$ cat src/rtl/posit_err_monitor_if.sv
// Stream and statistics bundle for posit_err_monitor.
// nar_err_cnt exists only when POSIT_ERR_NAR_EN is defined.
interface posit_err_monitor_if #(
    parameter int N     = 8,
    parameter int CNT_W = 17
);
    logic               start;
    logic [CNT_W-1:0]   num_vec;
    logic               in_valid;
    logic [N-1:0]       dut_out;
    logic [N-1:0]       ref_out;
    logic               busy;
    logic               done;
    logic [CNT_W-1:0]   vec_cnt;
    logic [CNT_W-1:0]   err_cnt;
    logic [CNT_W+N-1:0] sum_diff;
    logic [N-1:0]       max_diff;
    logic [CNT_W-1:0]   max_idx;
    logic               first_err_vld;
    logic [CNT_W-1:0]   first_err_idx;
`ifdef POSIT_ERR_NAR_EN
    logic [CNT_W-1:0]   nar_err_cnt;
`endif

    modport master (
        output start, num_vec, in_valid, dut_out, ref_out,
`ifdef POSIT_ERR_NAR_EN
        input  nar_err_cnt,
`endif
        input  busy, done, vec_cnt, err_cnt, sum_diff,
        input  max_diff, max_idx, first_err_vld, first_err_idx
    );

    modport slave (
        input  start, num_vec, in_valid, dut_out, ref_out,
`ifdef POSIT_ERR_NAR_EN
        output nar_err_cnt,
`endif
        output busy, done, vec_cnt, err_cnt, sum_diff,
        output max_diff, max_idx, first_err_vld, first_err_idx
    );
endinterface

$ cat src/rtl/posit_err_monitor.sv
// Accumulates |dut - ref| error statistics over a run of num_vec posit results.
// Define POSIT_ERR_NAR_EN to treat NaR specially and expose nar_err_cnt.
module posit_err_monitor #(
    parameter int N     = 8,
    parameter int CNT_W = 17
) (
    input logic               clk,
    input logic               rst,
    posit_err_monitor_if.slave bus
);
    typedef enum logic [1:0] {
        IDLE = 2'd0,
        RUN  = 2'd1,
        DONE = 2'd2
    } state_t;

    state_t             state;
    state_t             state_nx;
    logic               take_start;
    logic               accept;
    logic [CNT_W-1:0]   num_q;
    logic [N-1:0]       diff;

    logic [CNT_W-1:0]   vec_cnt;
    logic [CNT_W-1:0]   err_cnt;
    logic [CNT_W+N-1:0] sum_diff;
    logic [N-1:0]       max_diff;
    logic [CNT_W-1:0]   max_idx;
    logic               first_err_vld;
    logic [CNT_W-1:0]   first_err_idx;

`ifdef POSIT_ERR_NAR_EN
    localparam logic [N-1:0] NAR = {1'b1, {(N-1){1'b0}}};
    logic               nar_one;
    logic [CNT_W-1:0]   nar_err_cnt;

    assign bus.nar_err_cnt = nar_err_cnt;
`endif

    always_comb begin
        if (bus.ref_out > bus.dut_out)
            diff = bus.ref_out - bus.dut_out;
        else
            diff = bus.dut_out - bus.ref_out;
`ifdef POSIT_ERR_NAR_EN
        nar_one = 1'b0;
        // A lone NaR is a hard error: pin it to the worst possible distance
        if ((bus.dut_out == NAR) && (bus.ref_out == NAR)) begin
            diff = '0;
        end else if ((bus.dut_out == NAR) || (bus.ref_out == NAR)) begin
            diff    = '1;
            nar_one = 1'b1;
        end
`endif
    end

    always_ff @(posedge clk or posedge rst) begin
        if (rst)
            state <= IDLE;
        else
            state <= state_nx;
    end

    always_comb begin
        state_nx   = state;
        take_start = 1'b0;
        accept     = 1'b0;
        unique case (state)
            IDLE, DONE: begin
                if (bus.start) begin
                    take_start = 1'b1;
                    state_nx   = (bus.num_vec == '0) ? DONE : RUN;
                end
            end
            RUN: begin
                if (bus.in_valid) begin
                    accept = 1'b1;
                    if (vec_cnt == (num_q - CNT_W'(1)))
                        state_nx = DONE;
                end
            end
            default: state_nx = IDLE;
        endcase
    end

    always_ff @(posedge clk or posedge rst) begin
        if (rst) begin
            num_q         <= '0;
            vec_cnt       <= '0;
            err_cnt       <= '0;
            sum_diff      <= '0;
            max_diff      <= '0;
            max_idx       <= '0;
            first_err_vld <= 1'b0;
            first_err_idx <= '0;
`ifdef POSIT_ERR_NAR_EN
            nar_err_cnt   <= '0;
`endif
        end else if (take_start) begin
            num_q         <= bus.num_vec;
            vec_cnt       <= '0;
            err_cnt       <= '0;
            sum_diff      <= '0;
            max_diff      <= '0;
            max_idx       <= '0;
            first_err_vld <= 1'b0;
            first_err_idx <= '0;
`ifdef POSIT_ERR_NAR_EN
            nar_err_cnt   <= '0;
`endif
        end else if (accept) begin
            vec_cnt  <= vec_cnt + CNT_W'(1);
            sum_diff <= sum_diff + {{CNT_W{1'b0}}, diff};
            if (diff != '0) begin
                err_cnt <= err_cnt + CNT_W'(1);
                if (!first_err_vld) begin
                    first_err_vld <= 1'b1;
                    first_err_idx <= vec_cnt;
                end
            end
            // Strict compare so ties keep the earliest index
            if (diff > max_diff) begin
                max_diff <= diff;
                max_idx  <= vec_cnt;
            end
`ifdef POSIT_ERR_NAR_EN
            if (nar_one)
                nar_err_cnt <= nar_err_cnt + CNT_W'(1);
`endif
        end
    end

    assign bus.busy          = (state == RUN);
    assign bus.done          = (state == DONE);
    assign bus.vec_cnt       = vec_cnt;
    assign bus.err_cnt       = err_cnt;
    assign bus.sum_diff      = sum_diff;
    assign bus.max_diff      = max_diff;
    assign bus.max_idx       = max_idx;
    assign bus.first_err_vld = first_err_vld;
    assign bus.first_err_idx = first_err_idx;
endmodule

$ cat src/flat_wrapper.sv
// flat-port wrapper written by rule: the top's interface ports become plain ports
module posit_err_monitor_flat 
#(
    parameter int N     = 8,
    parameter int CNT_W = 17
)
  (clk, rst, bus_start, bus_num_vec, bus_in_valid, bus_dut_out, bus_ref_out, bus_busy, bus_done, bus_vec_cnt, bus_err_cnt, bus_sum_diff, bus_max_diff, bus_max_idx, bus_first_err_vld, bus_first_err_idx);
  posit_err_monitor_if #(.N(N), .CNT_W(CNT_W)) bus_i ();
  input logic clk;
  input logic rst;
  input wire logic [$bits(bus_i.start)-1:0] bus_start;
  input wire logic [$bits(bus_i.num_vec)-1:0] bus_num_vec;
  input wire logic [$bits(bus_i.in_valid)-1:0] bus_in_valid;
  input wire logic [$bits(bus_i.dut_out)-1:0] bus_dut_out;
  input wire logic [$bits(bus_i.ref_out)-1:0] bus_ref_out;
  output wire logic [$bits(bus_i.busy)-1:0] bus_busy;
  output wire logic [$bits(bus_i.done)-1:0] bus_done;
  output wire logic [$bits(bus_i.vec_cnt)-1:0] bus_vec_cnt;
  output wire logic [$bits(bus_i.err_cnt)-1:0] bus_err_cnt;
  output wire logic [$bits(bus_i.sum_diff)-1:0] bus_sum_diff;
  output wire logic [$bits(bus_i.max_diff)-1:0] bus_max_diff;
  output wire logic [$bits(bus_i.max_idx)-1:0] bus_max_idx;
  output wire logic [$bits(bus_i.first_err_vld)-1:0] bus_first_err_vld;
  output wire logic [$bits(bus_i.first_err_idx)-1:0] bus_first_err_idx;
  assign bus_i.start = bus_start;
  assign bus_i.num_vec = bus_num_vec;
  assign bus_i.in_valid = bus_in_valid;
  assign bus_i.dut_out = bus_dut_out;
  assign bus_i.ref_out = bus_ref_out;
  assign bus_busy = bus_i.busy;
  assign bus_done = bus_i.done;
  assign bus_vec_cnt = bus_i.vec_cnt;
  assign bus_err_cnt = bus_i.err_cnt;
  assign bus_sum_diff = bus_i.sum_diff;
  assign bus_max_diff = bus_i.max_diff;
  assign bus_max_idx = bus_i.max_idx;
  assign bus_first_err_vld = bus_i.first_err_vld;
  assign bus_first_err_idx = bus_i.first_err_idx;
  posit_err_monitor #(.N(N), .CNT_W(CNT_W)) u_core (.clk(clk), .rst(rst), .bus(bus_i));
endmodule
$ cat config.mk
export PLATFORM = sky130hd
export DESIGN_NAME = posit_err_monitor_flat
export DESIGN_NICKNAME = d
export VERILOG_FILES = /design/src/rtl/posit_err_monitor_if.sv /design/src/rtl/posit_err_monitor.sv /design/src/flat_wrapper.sv
export SDC_FILE = /design/constraint.sdc
export NUM_CORES = 1
export LEC_CHECK = 0
export BUFFER_PORTS_ARGS = -buffer_cell sky130_fd_sc_hd__clkbuf_2
export CAP_MARGIN = 40
export CORE_ASPECT_RATIO = 0.8
export CORE_MARGIN = 2
export CORE_UTILIZATION = 60
export DETAILED_ROUTE_END_ITERATION = 8
export PLACE_DENSITY = 0.9
export SETUP_SLACK_MARGIN = 0.2
export SLEW_MARGIN = 20
export SYNTH_ARGS = -nofsm -noshare
export SYNTH_HDL_FRONTEND = slang
export SYNTH_SLANG_ARGS = --single-unit
$ cat constraint.sdc
create_clock -name clk -period 5.94 [get_ports clk]
set_clock_uncertainty 0.15 [all_clocks]
set_input_delay 0.594 -clock clk [delete_from_list [all_inputs] [get_ports clk]]
set_output_delay 0.594 -clock clk [all_outputs]
set_load 0.005 [all_outputs]
# Word level (Yosys, flattened, before mapping)
# Index checks and enable logic that the tools add are counted.
# Widths: inputs -> output; s select.
# classes
addsub	6
order_cmp	2
n_eq_ne	7
mux	30
n_reduce_logical	11
# op_table
operator	n
$mux 17	12
$mux 25	2
$add 17x1->17 const B	2
$mux 8	4
$add 25x8->25	1
$eq 17x17->1	1
$logic_not 17->1	1
$sub 17x1->17 const B	1
$gt 8x8->1	2
$sub 8x8->8	2
$mux 2	4
$reduce_bool 8->1	1
$mux 1	7
$reduce_and 3->1	2
$reduce_bool 2->1	3
$ne 2x1->1 const B	2
$ne 2x2->1 const B	2
$pmux 2 s2	1
$reduce_and 2->1	2
$eq 2x1->1 const B	1
$eq 2x2->1 const B	1
$logic_not 2->1	1
$reduce_or 2->1	1
# word_totals
regBits	121
in_bits	37
output_inout_bits	104

# Logic depth before layout (Yosys ltp)
# Gate-level depths: netlist of run 1.
# logic_depth
depth_word	6
ltp_mapped	20
ltp_nobuf	18

# Worst setup path after synthesis of run 1
# OpenSTA, ideal clock, no wires.
# synth_path
kind	input to register
from	in bus_ref_out[0]
to	reg u_core.sum_diff[23] (netlist: u_core.bus.sum_diff[23])
arrival_ps	3926
t_required_ps	5711
path_slack_ps	1784
cell_stages	18
n_path_buf	0
cell_sequence	inv_1 -> ha_1 -> inv_1 -> fa_1 -> nand3_1 -> a21oi_2 -> o22ai_4 -> mux2i_1 -> xnor2_1 -> ha_1 -> a21oi_1 -> a21oi_1 -> o21a_1 -> o21a_1 -> o21ai_0 -> a21oi_1 -> nand4_1 -> mux2i_1
# synth_between
elab_chain_len	5
# synth_rtl
item	line_no	source
start, declared	flat_wrapper.sv:15	input wire logic [$bits(bus_i.ref_out)-1:0] bus_ref_out;
$sub 8x8->8, or another cell as far along	posit_err_monitor.sv:44	diff = bus.dut_out - bus.ref_out;
$mux 8 (*)	posit_err_monitor.sv:41	if (bus.ref_out > bus.dut_out)
$add 25x8->25 (*)	posit_err_monitor.sv:113	sum_diff <= sum_diff + {{CNT_W{1'b0}}, diff};
$mux 25 (*)	posit_err_monitor.sv:111	end else if (accept) begin
$mux 25 (*)	posit_err_monitor.sv:99	end else if (take_start) begin
end signal, assigned	posit_err_monitor.sv:113	
end, declared	posit_err_monitor.sv:26	logic [CNT_W+N-1:0] sum_diff;
# Every way passes the cells marked *; elsewhere a longest branch is shown, timed or not. The select of a mux whose other input is x is not followed.
# A chain may end at the register's enable or synchronous reset.

# Worst setup path in the final report of run 1
# Ends and elaborated chain as after synthesis.

==> summary.md, run 1 <==
| Metric | Value |
|---|---|
| Slowest stage delay, CP | 0.51 ns |
| Initial core utilization | 61.80% |
| Final Hold Viols | 0 |
| Ant diodes | 0 |
| Most frequent cells after synthesis | nand2_1, dfrtp_1, o21ai_0, inv_1, nor2_1 |
| Setup violations, final | 0 |
| PD cells | 444.9 nW/um2 |
| Vias per Instance | 6.017 |
| DP HPWL | 12520 um |
| Max FO, Critical Path | 7 |
| Final non-filler cell total | 1080 |
| Arr. time, crit path | 4.69 ns |
| Pins Over Slew Limit | 0 |
| Status | finished, final reports clean |
| Top-area cell type share of the netlist area | 42.22% |
| Clk Latency, worst-skew pair | 0.42 ns |
| Netlist cell types | 64 |
| Area contributors post-synth | dfrtp_1, nand2_1, ha_1 |
| Area of the core | 11600 um2 |
| Critical path endpoint category | flip-flop |
| Initial antenna violation count | 0 |
| Deepest clock path buffer count | 2 |
| Yosys top cell by area | dfrtp_1 |
| Most used cell, CP | a21oi_1 |
| Total gr overflow | 0 |
| Synth Flop Type | dfrtp_1 |
| Setup Buffers After CTS | 0 |
| Starting DRT DRC Count | 569 |
| Root buf cell | clkbuf_16 |
| Post-layout util | 73.87% |
| Share of cells above drive strength 1 | 22.00% |
| Die X | 126.2 um |
| Fin crit share | 75.76% |
| Share of the yosys chip area belonging to registers | 42.22% |
| Clk slew on worst S/H paths | 0.06 ns |
| Sw Ratio | 39.52% |
| Total GRT Usage | 28.96% |
| Synth warn | 0 |
| # rows | 35 |
| FMAX | 222.2 MHz |
| Clock power frac | 26.8% |
| Part of the power in registers | 35.3% |
| Via count | 6498 |
| Placed insts | 1047 |
| Worst Max-Slew Pin Slew | 0.8048 ns |
| Synthesized Nets | 873 |
| Post-place setup slack | 1.218 ns |
| H-tree levels | 4 |
| Syn Inst Count | 797 |
| PostCTS Resize Cnt | 0 |
| Largest net degree at the start of global routing | 67 |
| Post-synth EDFFs | 0 |
| Fin crit period | 4.500 ns |
| Max Cap Viol | 0 |
| IO Pins | 141 |
| TritonCTS buffer count | 17 |
| Static Leak | 4.303 nW |
| Crit-path slowest cell | xnor2_1 |
| Dpl cell area | 7939 um2 |
| Mapped Avg Cell Area | 8.999 um2 |
| Routed Antenna Nets | 0 |
| Finished Cell Area | 8572 um2 |
| Cell Int Power | 2.306 mW |
| CP Launch Type | primary input |
| DRC violations left | 0 |
| Synthesized area | 7172 um2 |
| Combinational Power Share | 38.0% |
| Most frequent cell after synthesis | nand2_1 |
| Fin worst setup slack | 1.440 ns |
| CTS Sinks | 121 |
| RSZ-0062 raised after global routing | no |
| First-pass GRT wire length | 29660 um |
| Vias in the first global route | 6072 |
| Total Nets Final | 996 |
| Required @ worst endpoint | 6.13 ns |
| Async set or reset register ratio after synthesis | 100.0% |
| Pwr Total | 3.814 mW |
| Reg2Reg Depth | 10 |
| Final wirelength | 18390 um |
| Routability cong. | 0.9292 |
| Port bufs | 140 |
| # hold bufs at CTS | 0 |
| Hold Slack | 0.1265 ns |
| CTS tree | built |
| Cell Chain, Critical Path | clkbuf_2 > inv_1 > ha_1 > inv_1 > fa_1 > nand3_1 > a21oi_2 > o22ai_4 > mux2i_1 > xnor2_1 > ha_1 > a21oi_1 > a21oi_1 > o21a_1 > o21a_1 > o21ai_0 > a21oi_1 > nand4_1 > mux2i_1 |
| Synth Register Bits | 121 |
| WS Path Type | in2reg |
| Max VDD drop | 0.3567 mV |
| Worst Hold Class | in2async |
| DRT Pass-1 Iters | 5 |
| Normalized max-slew margin | 46.15% |
| WL/cell | 17.02 um |
| Net switching power | 1.507 mW |
| Full die area | 12850 um2 |
| Die height | 101.8 um |
| Fin Setup TNS | 0 ns |
| Area Overhead vs Synth | 19.52% |
## layout by cell type (no fill, tap or decap), drive strengths merged, types with 9 or more instances in the layout
cell	n
inv	46
a2111oi	9
or3	10
nand3	24
xnor2	38
a22o	19
nand4	20
nand2	150
ha	36
mux2i	18
clkbuf	158
and3	17
o21ai	48
nor3	17
a211o	9
nor2	43
a21o	9
dfrtp	121
xor2	11
a21oi	32
buf	9
## worst max-delay path: cells and delay by family
family                     cells  cell delay (ns)
muxes                          2             0.33
and+or+nand+nor                2             0.38
buffers and inverters          3             0.19
adders and majority gates      3             0.87
AOI/OAI and AO/OA              8             1.81
xor gates and xnor gates       1             0.51
## layer usage
layer	vias up	share of wire, %	wire [um]	track usage (%)
met2	269	46	8368	44.09
li1	3048	-	-	-
met4	0	1.6	302	12.09
met5	-	0	0	0
met1	3153	46	8380	40.08
met3	28	7.3	1334	7.237
## worst paths after layout
check,slack (ns),from,to
setup reg to reg,2.47,u_core.num_q[0],u_core.state[0]
max in group asynchronous,4.55,rst,u_core.num_q[9]
setup / recovery,1.44,bus_ref_out[0],u_core.bus.sum_diff[23]
min in group clk,0.24,bus_num_vec[14],u_core.num_q[14]
hold reg to reg,0.35,u_core.bus.first_err_idx[9],u_core.bus.first_err_idx[9]
hold / removal,0.13,rst,u_core.bus.err_cnt[16]
## power groups by stage
stage          Sequential (mW)  Clock (mW)  Combinational [mW]
2_1_floorplan             1.24           0                1.02
3_3_place_gp              1.33           0                1.31
3_5_place_dp              1.34           0                1.39
4_1_cts                   1.33        1.02                1.42
5_1_grt                   1.37        1.07                1.61
6_report                  1.34        1.02                1.45
## sequential cells by signal, indices dropped and copies added (netlist names)
name and flops:
u_core.bus.err_cnt 17, u_core.state 2, u_core.bus.max_diff 8, u_core.bus.first_err_idx 17
u_core.bus.sum_diff 25, u_core.bus.max_idx 17, u_core.bus.first_err_vld 1, u_core.num_q 17
u_core.bus.vec_cnt 17
## area by class of cell
type / count / area [um2]
well taps: 148 / 185.2
clock buffers: 18 / 439.2
multi-input cells: 587 / 3794
repair buffers: 149 / 812.0
clock inverters: 13 / 146.4
inverters: 44 / 167.7
fillers: 819 / 3033
flip-flops and latches: 121 / 3028
## cells by family after synthesis
logic type                 after synthesis  synth area share [%]
buffers and inverters                   89                 5.024
adders and majority gates               39                 7.118
AOI/OAI and AO/OA                      166                 16.40
xor gates and xnor gates                49                 5.984
and+or+nand+nor                        314                 20.43
muxes                                   19                 2.826
DFF                                    121                 42.22
Note: power is estimated with default switching activity, not from simulation.
==> run 2: changes to the inputs <==
--- a/config.mk
+++ b/config.mk
@@ -9,9 +9,9 @@
 export CAP_MARGIN = 40
 export CORE_ASPECT_RATIO = 0.8
 export CORE_MARGIN = 2
-export CORE_UTILIZATION = 60
+export CORE_UTILIZATION = 56
 export DETAILED_ROUTE_END_ITERATION = 8
-export PLACE_DENSITY = 0.9
+export PLACE_DENSITY = 0.85
 export SETUP_SLACK_MARGIN = 0.2
 export SLEW_MARGIN = 20
 export SYNTH_ARGS = -nofsm -noshare
==> constraint.sdc (replaced) <==
create_clock -name clk -period 4.45 [get_ports clk]
set_clock_uncertainty 0.15 [all_clocks]
set_input_delay 0.445 -clock clk [delete_from_list [all_inputs] [get_ports clk]]
set_output_delay 0.445 -clock clk [all_outputs]
set_load 0.005 [all_outputs]
==> run 2 against run 1 <==
Critical path depth shrank 1. Wire length fell by 1.7%. Register-to-register slack got worse by 1.5 ns. Sequential share of layout area down 0.36 points. Largest cell class unchanged. Largest power group unchanged. Highest routed layer unchanged.
==> summary.md, run 2 (synthesis gave the netlist of run 1 again) <==
| Metric | Value |
|---|---|
| WL/cell | 16.29 um (was 17.02 um) |
| Largest register FFs | 25 (unchanged) |
| First-pass GRT wire length | 29720 um (was 29660 um) |
| Vias per Instance | 5.777 (was 6.017) |
| Fin crit share | 88.03% |
| Fin worst setup slack | 0.5328 ns (was 1.440 ns) |
| Net switching power | 2.030 mW (was 1.507 mW) |
| Worst Max-Slew Pin Slew | 0.7962 ns (was 0.8048 ns) |
| Max Cap Viol | 0 (unchanged) |
| Total GRT Usage | 27.20% (was 28.96%) |
| Initial core utilization | 58.11% (was 61.80%) |
| Vias in the first global route | 5979 (was 6072) |
| Max VDD drop | 0.3965 mV (was 0.3567 mV) |
| Ant diodes | 0 (unchanged) |
| IO Pins | 141 (unchanged) |
| Die X | 130.5 um (was 126.2 um) |
| Full die area | 13730 um2 (was 12850 um2) |
| DRT Pass-1 Iters | 6 (was 5) |
| Port bufs | 140 (unchanged) |
| Status | finished, final reports clean (unchanged) |
| Die height | 105.2 um (was 101.8 um) |
| Root buf cell | clkbuf_16 (unchanged) |
| DP HPWL | 12300 um (was 12520 um) |
| Deepest clock path buffer count | 2 (unchanged) |
| RSZ-0062 raised after global routing | no (unchanged) |
| Critical path endpoint category | flip-flop (unchanged) |
| Part of the power in registers | 35.1% (was 35.3%) |
| Reg2Reg Depth | 10 (unchanged) |
| Clk Latency, worst-skew pair | 0.43 ns (was 0.42 ns) |
| Max FO, Critical Path | 8 (was 7) |
| Clock power frac | 27.0% (was 26.8%) |
| TritonCTS buffer count | 17 (unchanged) |
| Required @ worst endpoint | 4.63 ns (was 6.13 ns) |
| Pins Over Slew Limit | 0 (unchanged) |
| CTS tree | built (unchanged) |
| Via count | 6412 (was 6498) |
| Buf/Inv on CP | 3 (unchanged) |
| Clk slew on worst S/H paths | 0.06 ns (about the same) |
| Starting DRT DRC Count | 515 (was 569) |
| Fin Setup TNS | 0 ns (unchanged) |
| WS Path Type | in2reg (unchanged) |
| Arr. time, crit path | 4.10 ns (was 4.69 ns) |
| Cell Int Power | 3.068 mW (was 2.306 mW) |
| Area Overhead vs Synth | 20.76% (was 19.52%) |
| CTS Sinks | 121 (unchanged) |
| Static Leak | 4.355 nW (was 4.303 nW) |
| Area of the core | 12340 um2 (was 11600 um2) |
| Top sig layer | met4 (unchanged) |
| Slowest stage delay, CP | 0.40 ns (was 0.51 ns) |
| Commonest non-fill, non-tap cells in the layout | nand2_1, clkbuf_2, dfrtp_1, o21ai_0 (unchanged) |
| Hold Slack | 0.08697 ns (was 0.1265 ns) |
| Largest net degree at the start of global routing | 57 (was 67) |
| PD cells | 588.6 nW/um2 (was 444.9 nW/um2) |
| Initial antenna violation count | 0 (unchanged) |
| Sw Ratio | 39.82% (was 39.52%) |
| CP Launch Type | primary input (unchanged) |
| Levels on crit path | 18 (was 19) |
| Setup violations, final | 0 (unchanged) |
| Total Nets Final | 1002 (was 996) |
| Most common cell after layout, fill and taps aside | nand2_1 (unchanged) |
| Largest Register | u_core.bus.sum_diff (unchanged) |
| CP delay by family, top | compound AO/OA/AOI/OAI gates (unchanged) |
| Final wirelength | 18080 um (was 18390 um) |
| H-tree levels | 4 (unchanged) |
| Crit-path slowest cell | or3_1 (was xnor2_1) |
| Post-place setup slack | 0.1534 ns (was 1.218 ns) |
| Metal-1 WL | 8244 um (was 8380 um) |
| Hold path cells | 3 |
| Final Hold Viols | 0 (unchanged) |
| Fin crit period | 3.917 ns |
| FMAX | 255.3 MHz |
| Share of cells above drive strength 1 | 22.79% (was 22.00%) |
| Routed Antenna Nets | 0 (unchanged) |
| Combinational Power Share | 37.9% (was 38.0%) |
| # rows | 36 (was 35) |
| Normalized max-slew margin | 46.81% (was 46.15%) |
| Worst Hold Class | in2reg (was in2async) |
| Met2 WL | 8040 um (was 8368 um) |
| DRC violations left | 0 (unchanged) |
| Routability cong. | 0.8499 (was 0.9292) |
| Cell Chain, Critical Path | clkbuf_2 > inv_1 > ha_1 > inv_1 > fa_1 > nand3_1 > a21oi_2 > o22ai_4 > mux2i_1 > xnor2_1 > ha_1 > a21o_1 > a21o_1 > a21oi_1 > o21ai_0 > nand3_2 > or3_1 > a21oi_1 (was clkbuf_2 > inv_1 > ha_1 > inv_1 > fa_1 > nand3_1 > a21oi_2 > o22ai_4 > mux2i_1 > xnor2_1 > ha_1 > a21oi_1 > a21oi_1 > o21a_1 > o21a_1 > o21ai_0 > a21oi_1 > nand4_1 > mux2i_1) |
| Total gr overflow | 0 (unchanged) |
| Met3 wire length | 1495 um (was 1334 um) |
run 2: path summary, 6_finish.rpt:
path                                             start                     endpoint  slack [ns]
max in group asynchronous                          rst      u_core.bus.sum_diff[20]        2.74
min in group asynchronous                          rst        u_core.bus.err_cnt[6]        0.50
setup / recovery                        bus_ref_out[0]      u_core.bus.sum_diff[20]        0.53
hold / removal                         bus_num_vec[12]             u_core.num_q[12]        0.09
hold reg to reg            u_core.bus.first_err_idx[3]  u_core.bus.first_err_idx[3]        0.36
setup reg to reg                       u_core.num_q[0]              u_core.state[0]        0.93
run 2: worst min-delay path: stages:
cell      delay, ns
clkbuf_2       0.09
nand2_1        0.04
nand2_1        0.04
run 2: repair_timing:
action,4_1_cts,5_1_grt
endpoints found under the hold margin,48,0
resized for setup,0,4
setup endpoints to repair,0,8
hold buffers,1,0
setup buffers,0,0
run 2: final cells by class:
type / instances / area, um2
flip-flops and latches: 121 / 3028
well taps: 171 / 214.0
inverters: 44 / 167.7
fillers: 982 / 3681
clock inverters: 14 / 150.1
multi-input cells: 587 / 3814
repair buffers: 155 / 848.3
clock buffers: 18 / 439.2
run 2: stage by stage:
stage	utilization, %	power (mW)	instances	cell area [um2]
floorplan	-	3.025	797	7172
global placement	64.93	3.580	1076	8014
detailed placement	65.16	3.659	1077	8041
CTS	70.01	5.078	1110	8641
global route	70.17	5.441	1110	8661
finish	70.17	5.098	1110	8661
run 2: power by group through the flow:
stage          clock network, mW  logic, mW  registers (mW)
2_1_floorplan                  0       1.36            1.66
3_3_place_gp                   0       1.80            1.78
3_5_place_dp                   0       1.88            1.78
4_1_cts                     1.39       1.91            1.78
5_1_grt                     1.44       2.17            1.83
6_report                    1.38       1.93            1.79
run 2: layer usage:
metal | track usage (%) | up-vias
li1 | - | 3072
met3 | 6.954 | 29
met2 | 40.10 | 244
met1 | 39.35 | 3067
met4 | 8.739 | 0
met5 | 0 | -
